**config.mk**
```make
export PLATFORM = sky130hd
export DESIGN_NAME = rf_wb_arbiter
export DESIGN_NICKNAME = d
export VERILOG_FILES = /design/src/rtl/rf_wb_arbiter.sv
export SDC_FILE = /design/constraint.sdc
export NUM_CORES = 1
export LEC_CHECK = 0
export CAP_MARGIN = 25
export CORE_MARGIN = 2
export CORE_UTILIZATION = 48
export DETAILED_ROUTE_END_ITERATION = 16
export HOLD_SLACK_MARGIN = 0.08
export PLACE_DENSITY = 0.82
export SLEW_MARGIN = 0
export SYNTH_ARGS = -nofsm -noshare
export SYNTH_HDL_FRONTEND = slang
export SYNTH_SLANG_ARGS = --single-unit
```
**constraint.sdc**
```tcl
create_clock -name clk -period 5.7 [get_ports clk]
set_clock_uncertainty 0.05 [all_clocks]
set_input_delay 1.14 -clock clk [delete_from_list [all_inputs] [get_ports clk]]
set_output_delay 1.14 -clock clk [all_outputs]
set_load 0.05 [all_outputs]
```
**src/rtl/rf_wb_arbiter.sv**
```systemverilog
// Write-back arbiter: round-robin picks up to two of four requesters onto two registered RF write ports and tracks pending writes in a busy scoreboard.
// Latency: grant -> wEN/wAddr/wData one cycle later; a requester not granted stays ungranted (ready low) and retries next cycle; issue stalls on WAW.
module rf_wb_arbiter #(
    parameter int DATA_WIDTH = 32,
    parameter int ADDR_WIDTH = 5
) (
    input  logic                      clk,
    input  logic                      rst_n,
    input  logic [3:0]                req_valid,
    output logic [3:0]                req_ready,
    input  logic [4*ADDR_WIDTH-1:0]   req_addr,
    input  logic [4*DATA_WIDTH-1:0]   req_data,
    input  logic                      squash,
    input  logic                      issue_en,
    input  logic [ADDR_WIDTH-1:0]     issue_addr,
    output logic                      issue_stall,
    input  logic [ADDR_WIDTH-1:0]     rs1_addr,
    input  logic [ADDR_WIDTH-1:0]     rs2_addr,
    output logic                      rs1_busy,
    output logic                      rs2_busy,
    output logic                      wEN1,
    output logic [ADDR_WIDTH-1:0]     wAddr1,
    output logic [DATA_WIDTH-1:0]     wData1,
    output logic                      wEN2,
    output logic [ADDR_WIDTH-1:0]     wAddr2,
    output logic [DATA_WIDTH-1:0]     wData2
);
    localparam int NREG = 1 << ADDR_WIDTH;

    logic [1:0]            ptr_q, ptr_d;
    logic [NREG-1:0]       busy_q, busy_d;
    logic                  slot1_vld_q, slot1_vld_d, slot2_vld_q, slot2_vld_d;
    logic                  wen1_q, wen1_d, wen2_q, wen2_d;
    logic [ADDR_WIDTH-1:0] waddr1_q, waddr1_d, waddr2_q, waddr2_d;
    logic [DATA_WIDTH-1:0] wdata1_q, wdata1_d, wdata2_q, wdata2_d;

    logic                  found1, found2, grant1, grant2, conflict;
    logic [1:0]            idx1, idx2, scan_idx;
    logic [ADDR_WIDTH-1:0] addr1, addr2;
    logic [DATA_WIDTH-1:0] data1, data2;

    // Scan from ptr: first valid takes port 1, second valid takes port 2.
    always_comb begin
        found1   = 1'b0;
        found2   = 1'b0;
        idx1     = 2'd0;
        idx2     = 2'd0;
        scan_idx = ptr_q;
        for (int k = 0; k < 4; k++) begin
            scan_idx = ptr_q + 2'(k);
            if (req_valid[scan_idx]) begin
                if (!found1) begin
                    found1 = 1'b1;
                    idx1   = scan_idx;
                end else if (!found2) begin
                    found2 = 1'b1;
                    idx2   = scan_idx;
                end
            end
        end
    end

    assign addr1 = req_addr[idx1*ADDR_WIDTH +: ADDR_WIDTH];
    assign addr2 = req_addr[idx2*ADDR_WIDTH +: ADDR_WIDTH];
    assign data1 = req_data[idx1*DATA_WIDTH +: DATA_WIDTH];
    assign data2 = req_data[idx2*DATA_WIDTH +: DATA_WIDTH];

    // Two writes to the same live register in one cycle would race in the RF; defer the second.
    assign conflict = found2 && (addr1 == addr2) && (addr1 != '0);
    assign grant1   = rst_n && found1;
    assign grant2   = rst_n && found2 && !conflict;

    always_comb begin
        req_ready = 4'b0000;
        if (grant1) req_ready[idx1] = 1'b1;
        if (grant2) req_ready[idx2] = 1'b1;
    end

    assign issue_stall = rst_n && issue_en && (issue_addr != '0) && busy_q[issue_addr];
    assign rs1_busy    = busy_q[rs1_addr];
    assign rs2_busy    = busy_q[rs2_addr];

    always_comb begin
        ptr_d       = ptr_q;
        slot1_vld_d = grant1;
        slot2_vld_d = grant2;
        wen1_d      = 1'b0;
        wen2_d      = 1'b0;
        waddr1_d    = waddr1_q;
        waddr2_d    = waddr2_q;
        wdata1_d    = wdata1_q;
        wdata2_d    = wdata2_q;
        if (grant1) begin
            waddr1_d = addr1;
            wdata1_d = data1;
            wen1_d   = (addr1 != '0) && !(squash && idx1 == 2'd0);
            ptr_d    = idx1 + 2'd1;
        end
        if (grant2) begin
            waddr2_d = addr2;
            wdata2_d = data2;
            wen2_d   = (addr2 != '0) && !(squash && idx2 == 2'd0);
            ptr_d    = idx2 + 2'd1;
        end
    end

    // Squashed slots still retire their destination; a new issue on the same edge wins.
    always_comb begin
        busy_d = busy_q;
        if (slot1_vld_q) busy_d[waddr1_q] = 1'b0;
        if (slot2_vld_q) busy_d[waddr2_q] = 1'b0;
        if (issue_en && !issue_stall && issue_addr != '0) busy_d[issue_addr] = 1'b1;
        busy_d[0] = 1'b0;
    end

    always_ff @(posedge clk) begin
        if (!rst_n) begin
            ptr_q       <= 2'd0;
            busy_q      <= '0;
            slot1_vld_q <= 1'b0;
            slot2_vld_q <= 1'b0;
            wen1_q      <= 1'b0;
            wen2_q      <= 1'b0;
            waddr1_q    <= '0;
            waddr2_q    <= '0;
            wdata1_q    <= '0;
            wdata2_q    <= '0;
        end else begin
            ptr_q       <= ptr_d;
            busy_q      <= busy_d;
            slot1_vld_q <= slot1_vld_d;
            slot2_vld_q <= slot2_vld_d;
            wen1_q      <= wen1_d;
            wen2_q      <= wen2_d;
            waddr1_q    <= waddr1_d;
            waddr2_q    <= waddr2_d;
            wdata1_q    <= wdata1_d;
            wdata2_q    <= wdata2_d;
        end
    end

    assign wEN1   = wen1_q;
    assign wAddr1 = waddr1_q;
    assign wData1 = wdata1_q;
    assign wEN2   = wen2_q;
    assign wAddr2 = waddr2_q;
    assign wData2 = wdata2_q;
endmodule

```
# After elaboration in Yosys (flattened, before gate mapping)
# Cells that the tools add are included.
[totals] register_bits=112 input_bits=171 elab_cells=132
[classes] n_addsub=5 n_mul=2 order_cmp=16 eq_ne=1 shifts=4 n_mux=56 n_bitwise=6 n_reduce_logical=31
[ops] operator="variable part select 128 x 8 -> 32 bit" count=2
[ops] operator="2-to-1 mux 32 bit" count=3
[ops] operator="AND 32 bit" count=2
[ops] operator="inverter 32 bit" count=2
[ops] operator="variable part select 20 x 6 -> 5 bit" count=2
[ops] operator="2-to-1 mux 2 bit" count=17
[ops] operator="bitwise OR 32 bit" count=1
[ops] operator="less-than comparator 5 x 6 -> 1 bit (second input constant)" count=5
[ops] operator="2-to-1 mux 1 bit" count=22
[ops] operator="logical AND 1 bit" count=19
[ops] operator="less-than comparator 2 x 3 -> 1 bit (second input constant)" count=6
[ops] operator="binary-select mux 1 bit (select 5 bit)" count=3
[ops] operator="demux 1 bit (select 5 bit)" count=3
[ops] operator="greater-or-equal comparator 5 x 1 -> 1 bit (second input constant)" count=3
[ops] operator="nonzero test 5 bit" count=3
[ops] operator="multiplier 2 x 3 -> 5 bit (second input constant)" count=2
[ops] operator="binary-select mux 1 bit (select 2 bit)" count=4
[ops] operator="2-to-1 mux 4 bit" count=2
[ops] operator="adder 2 x 1 -> 2 bit (second input constant)" count=3
[ops] operator="== test 5 bit" count=1
[ops] operator="adder 2 bit (second input constant)" count=2
[ops] operator="demux 1 bit (select 2 bit)" count=2
[ops] operator="greater-or-equal comparator 2 x 1 -> 1 bit (second input constant)" count=2
[ops] operator="zero test 1 bit" count=4
[ops] operator="other kinds (4)" count=6

# Logic depth before layout (Yosys ltp)
[logic_depth] depth_word=19 mapped_depth=17

# Worst setup path after synthesis
# Ideal clock, no wire load.
[synth_timing] path_type="input to output" startpoint="input port req_valid[1]" endpoint="output port req_ready[1]" arrival_ns=4.854 setup_slack_ns=-0.344 cell_stages=17 path_buffers=4 cell_sequence="buf_2 > mux2_2 > nand2_1 > o21ai_0 > ha_1 > o31a_1 > o2111a_1 > a211oi_1 > buf_2 > mux2_2 > xnor2_1 > nor3_2 > a21oi_1 > buf_6 > buf_6 > nand2b_1 > o32ai_1"
[synth_via] elab_chain_cells=19 word_cells_on_any_way=58
[synth_rtl] item="from (decl)" line="9" text="input logic [3:0] req_valid,"
[synth_rtl] item="binary-select mux 1 bit (select 2 bit)" line="51" text="if (req_valid[scan_idx]) begin"
[synth_rtl] item="2-to-1 mux 1 bit (implied by the code)" line="51"
[synth_rtl] item="2-to-1 mux 1 bit" line="51"
[synth_rtl] item="2-to-1 mux 2 bit or 2-to-1 mux 1 bit (tied branches)" line="52" text="if (!found1) begin"
[synth_rtl] item="2-to-1 mux 2 bit or 2-to-1 mux 1 bit (tied branches)" line="51"
[synth_rtl] item="2-to-1 mux 2 bit" line="55" text="end else if (!found2) begin"
[synth_rtl] item="2-to-1 mux 2 bit" line="52"
[synth_rtl] item="2-to-1 mux 2 bit" line="51"
[synth_rtl] item="(+2 left out)"
[synth_rtl] item="2-to-1 mux 2 bit" line="51"
[synth_rtl] item="multiplier 2 x 3 -> 5 bit" line="64" text="assign addr2 = req_addr[idx2*ADDR_WIDTH +: ADDR_WIDTH];"
[synth_rtl] item="variable part select 20 x 6 -> 5 bit" line="64"
[synth_rtl] item="== test 5 bit" line="69" text="assign conflict = found2 && (addr1 == addr2) && (addr1 != '0);"
[synth_rtl] item="logical AND 1 bit (2 in series)" line="69"
[synth_rtl] item="zero test 1 bit" line="71" text="assign grant2 = rst_n && found2 && !conflict;"
[synth_rtl] item="logical AND 1 bit" line="71"
[synth_rtl] item="2-to-1 mux 4 bit (*)" line="76" text="if (grant2) req_ready[idx2] = 1'b1;"
[synth_rtl] item="to (decl)" line="10" text="output logic [3:0] req_ready,"
# Every way passes the cells marked *; elsewhere a longest branch is shown, timed or not. The select of a mux whose other input is x is not followed.

# Worst setup path in the final report
[layout_timing] startpoint="input port req_valid[3]" endpoint="output port req_ready[1]"
# Same word-level chain as after synthesis.

==> qor.txt <==
outcome -> completed
CORE AREA -> 17100 µm²
Synth Instances -> 1032
input/output buffers -> 253
nets@finish -> 1417
final cell count without fillers -> 1473
most common cell in the netlist -> nand2_1
vias in the first global route -> 8780
Placer Congestion -> 0.948
dominant cell type by area after synthesis -> dfxtp_1
Crit Path Class -> in2out
1st-iter DRT viols -> 877
Area Growth Syn to Fin -> 39.3%
Final Hold Vio Count -> 0
placed insts -> 1454
vias per cell -> 6.18
ys flop type -> dfxtp_1
DR WL/cell -> 20.4 µm
worst-path maximum fanout -> 8
r2r worst-path depth -> 14
pwr/cell area -> 494 nW/µm²
CTS H-tree lvls -> 3
die width -> 136 µm
Synth Register Bits -> 111
Synth top area share -> 26.7%
TritonCTS clock tree -> yes
largest net degree at the start of global routing -> 72
NetSw -> 2850 µW
DRC -> 0
Avg Cell Area, Syn -> 8.07 µm²
CTS Sinks -> 111
Synth area leaders -> dfxtp_1 (27%), mux2i_1 (7.8%), mux4_2 (7.3%), nand2_1 (7.3%), nor2b_1 (6.8%)
Post-Syn Nets -> 1205
initial core utilization -> 48.7%
DRT antenna net count -> 0
Slew Limit Headroom -> 44.9%
initial antenna violation count -> 0
# hold bufs at CTS -> 0
leakage -> 0.00419 µW
worst path bufs/invs -> 4
Finished Cell Area -> 11600 µm²
Clock Power Share -> 11.6%
die height -> 136 µm
total wire length -> 30000 µm
RSZ-0062 raised after global routing -> no
Site Rows -> 48
CTS clk-pin slew, worst paths -> 70 ps
register area share after synthesis -> 26.7%
internal power -> 2880 µW
clk root buf -> clkbuf_16
Hold Path End -> wData1[6]
HPWL Detailed -> 21400 µm
critical path capture point type -> primary output
# setup viols final -> 0
cell chain of the critical path -> dlygate4sd2_1 -> mux2_4 -> nand2_2 -> o21ai_2 -> ha_2 -> o31a_1 -> o2111a_1 -> a211oi_4 -> buf_12 -> mux2_4 -> xnor2_2 -> nor3_2 -> a21oi_4 -> buf_6 -> nand2b_4 -> o32ai_4 -> buf_12
Final Hold Slack -> 469 ps
Critical Path Max Stage Delay -> 330 ps
Seq pwr share -> 20.5%
Required @ worst endpoint -> 4510 ps
die outline area -> 18400 µm²
ys async rst share -> 0%
worst hold path type -> reg2reg
maximum capacitance violations -> 0
IO Count -> 254
CP delay by family, top -> compound AO/OA/AOI/OAI gates
portion of total power attributed to combinational logic -> 67.9%
share of cells above drive strength 1 -> 10.6%
Tot GR Track Use -> 32.3%
Clock Path Buffers -> 2
Worst setup SP type -> input pin
fin crit period -> 5560 ps
CP max-delay cell -> mux2_4
VDD IR max -> 0.000367 V
hold path cells -> 2
post-synthesis cell type count -> 56
CTS buffer count -> 9
synth cell count leaders -> nand2_1 (162), dfxtp_1 (111), nor2b_1 (90)
via count -> 9100
Warnings, synthesis -> 0
Fillers -> 1398
R2R setup slack -> 1450 ps
fin crit share -> 97.5%
Clk Latency, worst-skew pair -> 360 ps
Pre-antenna DRT Iters -> 5
Post-synth EDFFs -> 0
first-pass GRT wire length -> 46600 µm
Area after DPL -> 11200 µm²
fmax -> 180 MHz
RR Startpoint -> ptr_q[0]
reg2reg end -> wData2[1]
Switching Fraction -> 49.8%
crit path DAT -> 4370 ps
synthesized area -> 8330 µm²
ANT cells -> 0
Worst Tran Pin Value -> 825 ps
total grt overflow -> 0
HP Start -> wData1[6]
final slew viol count -> 0
-- worst max path at each step --
stage	startpoint	end	cells after the start
after floorplan	req_valid[1]	req_ready[1]	17
final	req_valid[3]	req_ready[1]	17
after CTS	req_valid[1]	req_ready[1]	14
after global placement	req_valid[1]	req_ready[1]	16
after global routing	req_valid[3]	req_ready[1]	15
after detailed placement	req_valid[1]	req_ready[1]	16
-- sequential cells by signal, indices dropped and copies added (netlist names) --
signal	flops
wEN2	1
wAddr2	5
slot1_vld_q	1
wAddr1	5
wData2	32
busy_q	31
wData1	32
wEN1	1
ptr_q	2
slot2_vld_q	1
-- worst reg2reg max path, cell delays in order (launching register included) --
cell	delay, ps
dfxtp_1	780
inv_1	300
ha_2	270
o31a_1	270
o2111a_1	280
a211oi_4	260
buf_12	170
mux2_2	370
xnor2_2	170
nor3_2	70
a21oi_4	170
buf_6	140
buf_4	500
mux2i_1	290
nor2b_1	60
-- repair_timing --
action	in CTS	in global routing
endpoints found under the hold margin	0	0
gates resized for setup	18	9
setup buffers	0	2
pin swaps	6	7
endpoints found under the setup margin	4	4
-- layout make-up --
class	instances	area [µm²]	share of cell area (%)
clock inverters	3	42.5	0.366
flip-flops and latches	111	2220	19.1
inverters	11	41.3	0.356
repair buffers	302	2950	25.4
multi-input cells	809	5810	50.1
clock buffers	12	256	2.21
well taps	225	282	2.43
-- cell usage in the layout, fill, tap and decap left out, drive strengths merged, types with 3 or more instances in the layout --
cell,n
a211oi,65
a21boi,3
a21oi,40
a22oi,56
a311oi,34
a31oi,33
and2,73
and3,11
and3b,5
buf,53
clkbuf,13
clkdlybuf4s50,244
dfxtp,111
dlygate4sd2,3
inv,11
mux2,9
mux2i,65
mux4,27
nand2,162
nand2b,4
nand3,9
nand4,4
nor2,20
nor2b,90
nor3,18
nor3b,15
o21a,6
o21ai,18
or3,3
or3b,4
or4,4
xnor2,5
xor2,3
-- through the flow --
step / TNS (ps) / utilization (%) / setup slack [ps] / total power (µW)
detailed placement: -940 / 65.3 / -295 / 4930
finish: 0 / 67.8 / 143 / 5730
floorplan: -277 / - / -82.8 / 3710
CTS: 0 / 67.5 / 101 / 5670
global placement: -801 / 65.3 / -239 / 4880
global route: 0 / 67.8 / 17.2 / 6060
-- power by group through the flow --
stage               combinational, µW  sequential (µW)  clock, µW
finish                           3890             1170        665
global route                     4160             1200        698
CTS                              3830             1170        674
detailed placement               3760             1180          0
global placement                 3710             1170          0
floorplan                        1920             1790          0
-- per-layer routing --
| layer | routed length (µm) | vias to the layer above | track usage (%) |
|---|---|---|---|
| li1 | - | 4201 | - |
| met3 | 2750 | 91 | 9.02 |
| met4 | 1140 | 0 | 11.9 |
| met1 | 11700 | 4297 | 39.5 |
| met5 | 0 | - | 0 |
| met2 | 14400 | 511 | 54.3 |
-- logic make-up after synthesis --
family / after synthesis / share of synthesized area, %
flip-flops: 111 / 26.7
XOR/XNOR: 8 / 0.841
adder cells (fa/ha/maj): 3 / 0.420
AND/OR/NAND/NOR: 425 / 26.7
buffers and inverters: 112 / 5.75
multiplexers: 101 / 16.3
AO/OA/AOI/OAI: 272 / 23.3
(Power assumes the default switching activity.)
